File: config.mk
export PLATFORM = sky130hd
export DESIGN_NAME = wb_port_arbiter
export DESIGN_NICKNAME = d
export VERILOG_FILES = /design/src/rtl/wb_port_arbiter.sv
export SDC_FILE = /design/constraint.sdc
export NUM_CORES = 1
export LEC_CHECK = 0
export ABC_AREA = 1
export ABC_CLOCK_PERIOD_IN_PS = 4500
export CAP_MARGIN = 20
export CORE_AREA = 2 2 140 74
export CTS_CLUSTER_DIAMETER = 150
export DETAILED_ROUTE_END_ITERATION = 8
export DIE_AREA = 0 0 142 76
export GPL_TIMING_DRIVEN = 0
export PLACE_DENSITY = 0.81
export SETUP_SLACK_MARGIN = 0.5
export SLEW_MARGIN = 15
export SYNTH_ARGS = -nofsm -noshare
export SYNTH_HDL_FRONTEND = slang
export SYNTH_SLANG_ARGS = --single-unit
File: constraint.sdc
create_clock -name clk -period 4.5 [get_ports clk]
set_clock_uncertainty 0.05 [all_clocks]
set_input_delay 0.45 -clock clk [delete_from_list [all_inputs] [get_ports clk]]
set_output_delay 0.45 -clock clk [all_outputs]
set_load 0.05 [all_outputs]
File: src/rtl/wb_port_arbiter.sv
// wb_port_arbiter: shares the register-file write port between writeback and a long-latency unit, with an LLU scoreboard.
// Defining WB_ARB_BYPASS_EN adds fwd_valid_o/fwd_rd_o/fwd_data_o (combinational copy of this cycle's winner).
module wb_port_arbiter #(
  parameter int STARVE_LIMIT = 4,
  parameter int NREGS = 32,
  localparam int RW = $clog2(NREGS)
) (
  input  logic          clk,
  input  logic          rst,
  input  logic          pipe_we_i,
  input  logic [RW-1:0] pipe_rd_i,
  input  logic [31:0]   pipe_data_i,
  input  logic          llu_valid_i,
  output logic          llu_ready_o,
  input  logic [RW-1:0] llu_rd_i,
  input  logic [31:0]   llu_data_i,
  input  logic          issue_i,
  input  logic [RW-1:0] issue_rd_i,
  input  logic [RW-1:0] rs1_i,
  input  logic [RW-1:0] rs2_i,
  input  logic [RW-1:0] chk_rd_i,
  output logic          hazard_o,
  output logic          stall_o,
  output logic          rf_we_o,
  output logic [RW-1:0] rf_rd_o,
  output logic [31:0]   rf_data_o
`ifdef WB_ARB_BYPASS_EN
  ,
  output logic          fwd_valid_o,
  output logic [RW-1:0] fwd_rd_o,
  output logic [31:0]   fwd_data_o
`endif
);
  localparam int CW = $clog2(STARVE_LIMIT + 1);
  typedef enum logic [1:0] {IDLE, WAIT, FORCE} state_t;
  state_t state;
  logic [CW-1:0] wait_cnt, cnt_n;
  logic [NREGS-1:0] sb, sb_set, sb_clr;
  logic win;
  logic [RW-1:0] win_rd;
  logic [31:0] win_data;
  assign llu_ready_o = llu_valid_i & (!pipe_we_i | state == FORCE);
  assign win = llu_ready_o | pipe_we_i;
  assign win_rd = llu_ready_o ? llu_rd_i : pipe_rd_i;
  assign win_data = llu_ready_o ? llu_data_i : pipe_data_i;
  assign sb_set = (issue_i && issue_rd_i != '0) ? {{(NREGS-1){1'b0}}, 1'b1} << issue_rd_i : '0;
  assign sb_clr = llu_ready_o ? {{(NREGS-1){1'b0}}, 1'b1} << llu_rd_i : '0;
  assign hazard_o = sb[rs1_i] | sb[rs2_i] | sb[chk_rd_i];
  assign cnt_n = (state == IDLE) ? CW'(1) : wait_cnt + 1'b1;
`ifdef WB_ARB_BYPASS_EN
  assign fwd_valid_o = win && win_rd != '0;
  assign fwd_rd_o = win_rd;
  assign fwd_data_o = win_data;
`endif
  always_ff @(posedge clk or posedge rst) begin
    if (rst) begin
      state <= IDLE;
      wait_cnt <= '0;
      stall_o <= 1'b0;
      sb <= '0;
      rf_we_o <= 1'b0;
      rf_rd_o <= '0;
      rf_data_o <= '0;
    end else begin
      rf_we_o <= win && win_rd != '0;
      rf_rd_o <= win_rd;
      rf_data_o <= win_data;
      // a set wins over a same-cycle clear: the newly issued op is still pending
      sb <= (sb & ~sb_clr) | sb_set;
      stall_o <= 1'b0;
      if (state == FORCE || llu_ready_o || !llu_valid_i) begin
        state <= IDLE;
        wait_cnt <= '0;
      end else if (cnt_n >= CW'(STARVE_LIMIT)) begin
        state <= FORCE;
        wait_cnt <= cnt_n;
        stall_o <= 1'b1;
      end else begin
        state <= WAIT;
        wait_cnt <= cnt_n;
      end
    end
  end
  always_ff @(posedge clk) begin
    if (!rst) begin
      assert (!(state == FORCE && pipe_we_i));
      assert (!(state != IDLE && !llu_valid_i));
      assert (!(pipe_we_i && sb[pipe_rd_i]));
    end
  end
endmodule

==> results of run 1 <==
kinds of logic (layout without fill, tap and decap cells):
group	count (synthesis)	count (layout)	synth area share, %
adders and majority gates	1	1	0.307
AOI/OAI and AO/OA	76	76	10.3
and+or+nand+nor	363	363	36.8
buffers and inverters	66	213	7.15
DFF	74	74	45.4
final timing paths:
check	from	to	slack [ns]	cells after the start
setup / recovery	chk_rd_i[0]	hazard_o	1.08	12
hold / removal	rst	rf_data_o[11]$_DFF_PP0_	0.45	2
setup reg to reg	state[0]$_DFF_PP0_	sb[28]$_DFF_PP0_	2.77	9
hold reg to reg	wait_cnt[0]$_DFF_PP0_	wait_cnt[0]$_DFF_PP0_	0.47	1
max in group asynchronous	rst	sb[13]$_DFF_PP0_	3.40	3
min in group clk	wait_cnt[0]$_DFF_PP0_	wait_cnt[0]$_DFF_PP0_	0.47	1
per-layer routing:
metal  vias to the layer above  share of wire, %  global-route usage [%]
met2                       230                42                    41.6
met4                         0               1.3                    7.30
met5                         -                 0                       0
met1                      2124                45                    43.1
met3                        20                11                    8.36
li1                       2161                 -                       -
sequential cells by signal, summed over array words and instances (netlist names):
signal / flops
rf_rd_o: 5
state: 1
rf_we_o: 1
wait_cnt: 2
sb: 32
stall_o: 1
rf_data_o: 32
worst reg2reg max path: stages (launching register included):
cell and delay, ns:
dfrtp_1 0.38, inv_1 0.06, nand2_1 0.08, nand2_1 0.09, nand2_2 0.09, inv_2 0.14
nand2_1 0.19, buf_2 0.24, o21ai_0 0.19, o21ai_0 0.11
power by group:
part           leakage (nW)  switching (mW)  internal, mW  total (mW)
clock network         0.143           0.262         0.417       0.679
registers             0.885           0.146         0.761       0.908
logic                  1.71           0.343         0.234       0.577
per-stage QoR:
step	instance area [um^2]	hold WS (ns)	instances	util [%]
floorplan	4080	0.376	580	-
global placement	5530	0.392	836	56.9
detailed placement	5560	0.477	837	57.1
CTS	5840	0.464	853	60.0
global route	5840	0.486	853	60.0
finish	5840	0.449	853	60.0
area by class of cell:
cell class	instances	area share, %
Multi-Input combinational cell	440	33.1
Clock buffer	14	4.69
Tap cell	126	2.70
Sequential cell	74	31.7
Inverter	38	2.49
Clock inverter	2	0.171
Timing Repair Buffer	131	22.6
Buffer	28	2.55
cells in the final DEF, fill, tap and decap left out, types with 2 or more instances in the layout:
cell / count
buf_6: 2
buf_2: 17
dfrtp_1: 74
o21ai_2: 9
nor3_1: 7
clkbuf_1: 9
o21ai_0: 50
nand3_1: 73
nand4_1: 10
buf_4: 2
nor2_1: 23
clkinv_1: 2
clkbuf_8: 3
clkdlybuf4s50_1: 130
nand2_1: 246
a21oi_1: 2
o21ai_1: 12
inv_1: 34
clkinv_2: 2
clkbuf_16: 9
==> results.md, run 1 <==
- RSZ-0062 raised after global routing: no
- Critical Path AT: 2.92 ns
- Syn Inst Count: 580
- Mapped Area: 4080 um^2
- Nets: 822
- Yosys reg bits: 74
- Post-synth top area cell: dfrtp_1
- Max Slew Vio Count: 0
- Slowest cell on crit path: clkdlybuf4s50_1
- Clk sinks: 74
- Max_slew headroom: 62.1%
- Crit path largest cell delay: 0.80 ns
- CTS Hold Buffers Added: 0
- Starting Density: 41.9%
- Worst Tran Pin Value: 0.566 ns
- Clock Tree Buf Depth: 2
- Die Area: 10800 um^2
- CTS H-tree lvls: 3
- Area Overhead vs Synth: 43.3%
- Final period util: 76.1%
- Dpl ws: 1.10 ns
- CP Cell Sequence: clkdlybuf4s50_1, buf_2, buf_2, nor2_1, nor2_1, o21ai_0, nand3_1, nand3_1, nand3_1, nand2_1, nand3_1, clkdlybuf4s50_1
- Post-synth top cells: nand2_1 (246), dfrtp_1 (74), nand3_1 (73), o21ai_0 (50), inv_1 (35)
- Static Leak: 2.74 nW
- Worst Hold Class: input pin to async pin
- Cell family with most CP delay: buffers and inverters
- Pin count of the biggest net entering global routing: 39
- Syn. warnings: 0
- Die X: 142 um
- Die H: 76 um
- Status: finished, final reports clean
- Final hold violations: 0
- Peak supply drop: 0.213 mV
- Ranking of synthesized cells by area: dfrtp_1 (45%), nand2_1 (23%), nand3_1 (9.0%)
- CTS Buf Count: 9
- Number of enable flip-flop cells after synthesis: 0
- PwrDens: 371 nW/um^2
- Async S/R FF share, synth: 100%
- Crit path buf inv count: 4
- Tot Pwr: 2.16 mW
- Max Fanout on Critical Path: 10
- Total gr overflow: 0
- Fmax: 0.292 GHz
- Crit end category: output pin
- Count of cell types in the netlist: 25
- CORE AREA: 9730 um^2
- Fill count: 841
- Wire per inst: 17.8 um
- Final wirelength: 15.2 mm
- Share of the synthesized area in the top cell type: 45.4%
- Vias per inst: 5.32
- Max-cap viol count: 0
- Detailed Route Iter0 Violations: 493
- Crit path required time: 4.00 ns
- Top Ports: 140
- WS Path Type: input pin to output pin
- CTS tree: yes
- Clock Latency Late Sink: 0.34 ns
- First-pass GRT wire length: 23.8 mm
- Gpl congestion: 1.00
- Post-DRT Antenna Nets: 0
- Total GRT Usage: 29.1%
- IO buf count: 130
- Sequential area share after synthesis: 45.4%
- Sequential cell area: 1850 um^2
- Diodes inserted: 0
- Rows: 26
- Total number of vias: 4535
- Setup TNS: 0 ns
- Antenna violations before repair: 0
- Post-CTS Setup Bufs: 0
- Average cell area after synthesis: 7.03 um^2
- Post-cts sizing count: 0
- Ratio of cells with drive above 1 in the final layout: 6.60%
- Cell mode on critical path: nand3_1
- # DRC: 0
- Count leader, synth: nand2_1
- Multi-input logic area: 1930 um^2
- Post-Syn Nets: 680
- Predominant post-synthesis flop cell: dfrtp_1
- Setup violations, final: 0
- Drt first pass iters: 5
- Worst-path clk slew: 0.05 ns
- Clock root cell: clkbuf_16
- Vias in the first global route: 4385
- Nature of the critical path startpoint: input pin
- Final WS setup: 1.08 ns
- Tmin final: 3.42 ns
- Hpwl dp: 11.8 mm
No activity file was read; power rests on OpenSTA's default activity.
==> run 2, diff against run 1 <==
ABC_CLOCK_PERIOD_IN_PS = 3200   (was 4500)
clock period = 3.2 ns   (was 4.5 ns; I/O delays follow)
==> run 2 against run 1 <==
Wire length grew 0.14%; critical path type unchanged; global-route usage did not move; worst hold slack got worse by 0.13 ns; largest cell class unchanged; flip-flop and latch count stayed put; highest routed layer unchanged.
==> results.md, run 2 (same netlist as run 1, synthesis figures left out) <==
- Status: finished, final reports clean
- Total GRT Usage: 29.1%
- Final WS setup: 0.619 ns
- Top Ports: 140
- DP Cell Count: 837
- Final period util: 80.7%
- Final hold violations: 0
- PwrDens: 521 nW/um^2
- Diodes inserted: 0
- Most common cell after layout, fill and taps aside: nand2_1
- Fmax: 0.387 GHz
- Switching share of power: 34.8%
- Total gr overflow: 0
- Gpl congestion: 1.00
- Setup TNS: 0 ns
- Setup violations, final: 0
- Detailed Route Iter0 Violations: 467
- Worst Hold Class: input pin to async pin
- Clock share of power: 31.4%
- CTS H-tree lvls: 3
- # DRC: 0
- Antenna violations before repair: 0
- Nets: 822
- Rows: 26
- Area Overhead vs Synth: 43.3%
- Dpl ws: 0.0614 ns
- Wire per inst: 17.8 um
- Tmin final: 2.58 ns
- Slowest cell on crit path: clkdlybuf4s50_1
- Max Slew Vio Count: 0
- CTS tree: yes
- Non-filler instance count after layout: 853
- Clock Latency Late Sink: 0.33 ns
- Biggest regs: rf_data_o: 32 flops, sb: 32 flops, rf_rd_o: 5 flops
- Starting Density: 41.9%
- Comb power frac: 26.6%
- Die H: 76 um
- Peak supply drop: 0.296 mV
- IO buf count: 130
- CP Cell Sequence: clkdlybuf4s50_1, buf_2, clkbuf_4, nor2_1, nor2_1, o21ai_0, nand3_1, nand3_1, nand3_1, nand2_1, nand3_1, clkbuf_4
- RSZ-0062 raised after global routing: no
- Max-cap viol count: 0
- Cell family with most CP delay: buffers and inverters
- Clk sinks: 74
- Ratio of cells with drive above 1 in the final layout: 6.74%
- Vias per inst: 5.31
- Vias in the first global route: 4385
- Cell mode on critical path: nand3_1
- Most frequent cells in the layout: nand2_1 (246), clkdlybuf4s50_1 (128), dfrtp_1 (74)
- Clock root cell: clkbuf_16
- Drt first pass iters: 5
- Hpwl dp: 11.8 mm
- CTS Buf Count: 9
- Worst-path clk slew: 0.05 ns
- Crit path buf inv count: 4
- WS Path Type: input pin to output pin
- Critical Path AT: 2.21 ns
- Clock Tree Buf Depth: 2
- Worst Tran Pin Value: 0.566 ns
- Final wirelength: 15.2 mm
- Finished Core Util: 60.0%
- Max Fanout on Critical Path: 10
- Nature of the critical path startpoint: input pin
- Crit path largest cell delay: 0.50 ns
- Crit end category: output pin
- Die Area: 10800 um^2
- CTS Hold Buffers Added: 0
- CORE AREA: 9730 um^2
- Pin count of the biggest net entering global routing: 39
- Psw: 1.06 mW
- First-pass GRT wire length: 23.8 mm
- Cell Int Power: 1.98 mW
- Crit path required time: 2.83 ns
- Flop pwr share: 42.0%
- Total number of vias: 4533
- Final hold slack: 0.320 ns
- Die X: 142 um
- Max_slew headroom: 62.1%
- Static Leak: 2.75 nW
- Post-DRT Antenna Nets: 0
[run 2: cell types whose count changed in the layout (fill, tap and decap cells not counted), sizes merged]
cell           before  now
buf                22   21
clkdlybuf4s50     130  128
dlygate4sd2         0    1
clkbuf             21   23
[run 2: power groups by stage]
| stage | Clock (mW) | Combinational (mW) | Sequential (mW) |
|---|---|---|---|
| 2_1_floorplan | 0 | 0.362 | 1.31 |
| 3_3_place_gp | 0 | 0.774 | 1.28 |
| 3_5_place_dp | 0 | 0.798 | 1.28 |
| 4_1_cts | 0.965 | 0.804 | 1.26 |
| 5_1_grt | 1.00 | 0.894 | 1.28 |
| 6_report | 0.955 | 0.810 | 1.28 |
[run 2: per-layer routing]
metal / global-route usage [%] / vias to the layer above / share of wire [%]
met1: 43.1 / 2136 / 45
met5: 0 / - / 0
met4: 7.30 / 0 / 1.2
met2: 41.6 / 216 / 43
met3: 8.36 / 19 / 11
li1: - / 2162 / -
[run 2: cell type report]
type	instances	area (um^2)
timing repair buffer	131	1320
multi-input combinational	440	1930
buffer	28	151
clock inverter	2	10.0
sequential	74	1850
fill	843	3890
tap	126	158
inverter	38	145
clock buffer	14	274
[run 2: path summary, 6_finish.rpt]
check	start	endpoint	slack (ns)	depth (start not counted)
worst max register to register	state[0]$_DFF_PP0_	sb[28]$_DFF_PP0_	1.46	9
worst min-delay path	rst	rf_data_o[11]$_DFF_PP0_	0.32	2
max in group asynchronous	rst	sb[13]$_DFF_PP0_	2.23	3
worst min register to register	wait_cnt[0]$_DFF_PP0_	wait_cnt[0]$_DFF_PP0_	0.47	1
min in group clk	llu_rd_i[3]	sb[11]$_DFF_PP0_	0.38	4
worst max-delay path	chk_rd_i[0]	hazard_o	0.62	12
[run 2: stage by stage]
| stage | power [mW] | cell area (um^2) |
|---|---|---|
| after detailed placement | 2.08 | 5560 |
| after global routing | 3.18 | 5840 |
| final | 3.04 | 5840 |
| after global placement | 2.05 | 5530 |
| after CTS | 3.03 | 5840 |
| after floorplan | 1.67 | 4080 |
[run 2: what timing repair did]
item / 4_1_cts / 5_1_grt
resized for setup: 4 / 4
buffers inserted: 0 / 0
endpoints found under the setup margin: 2 / 1
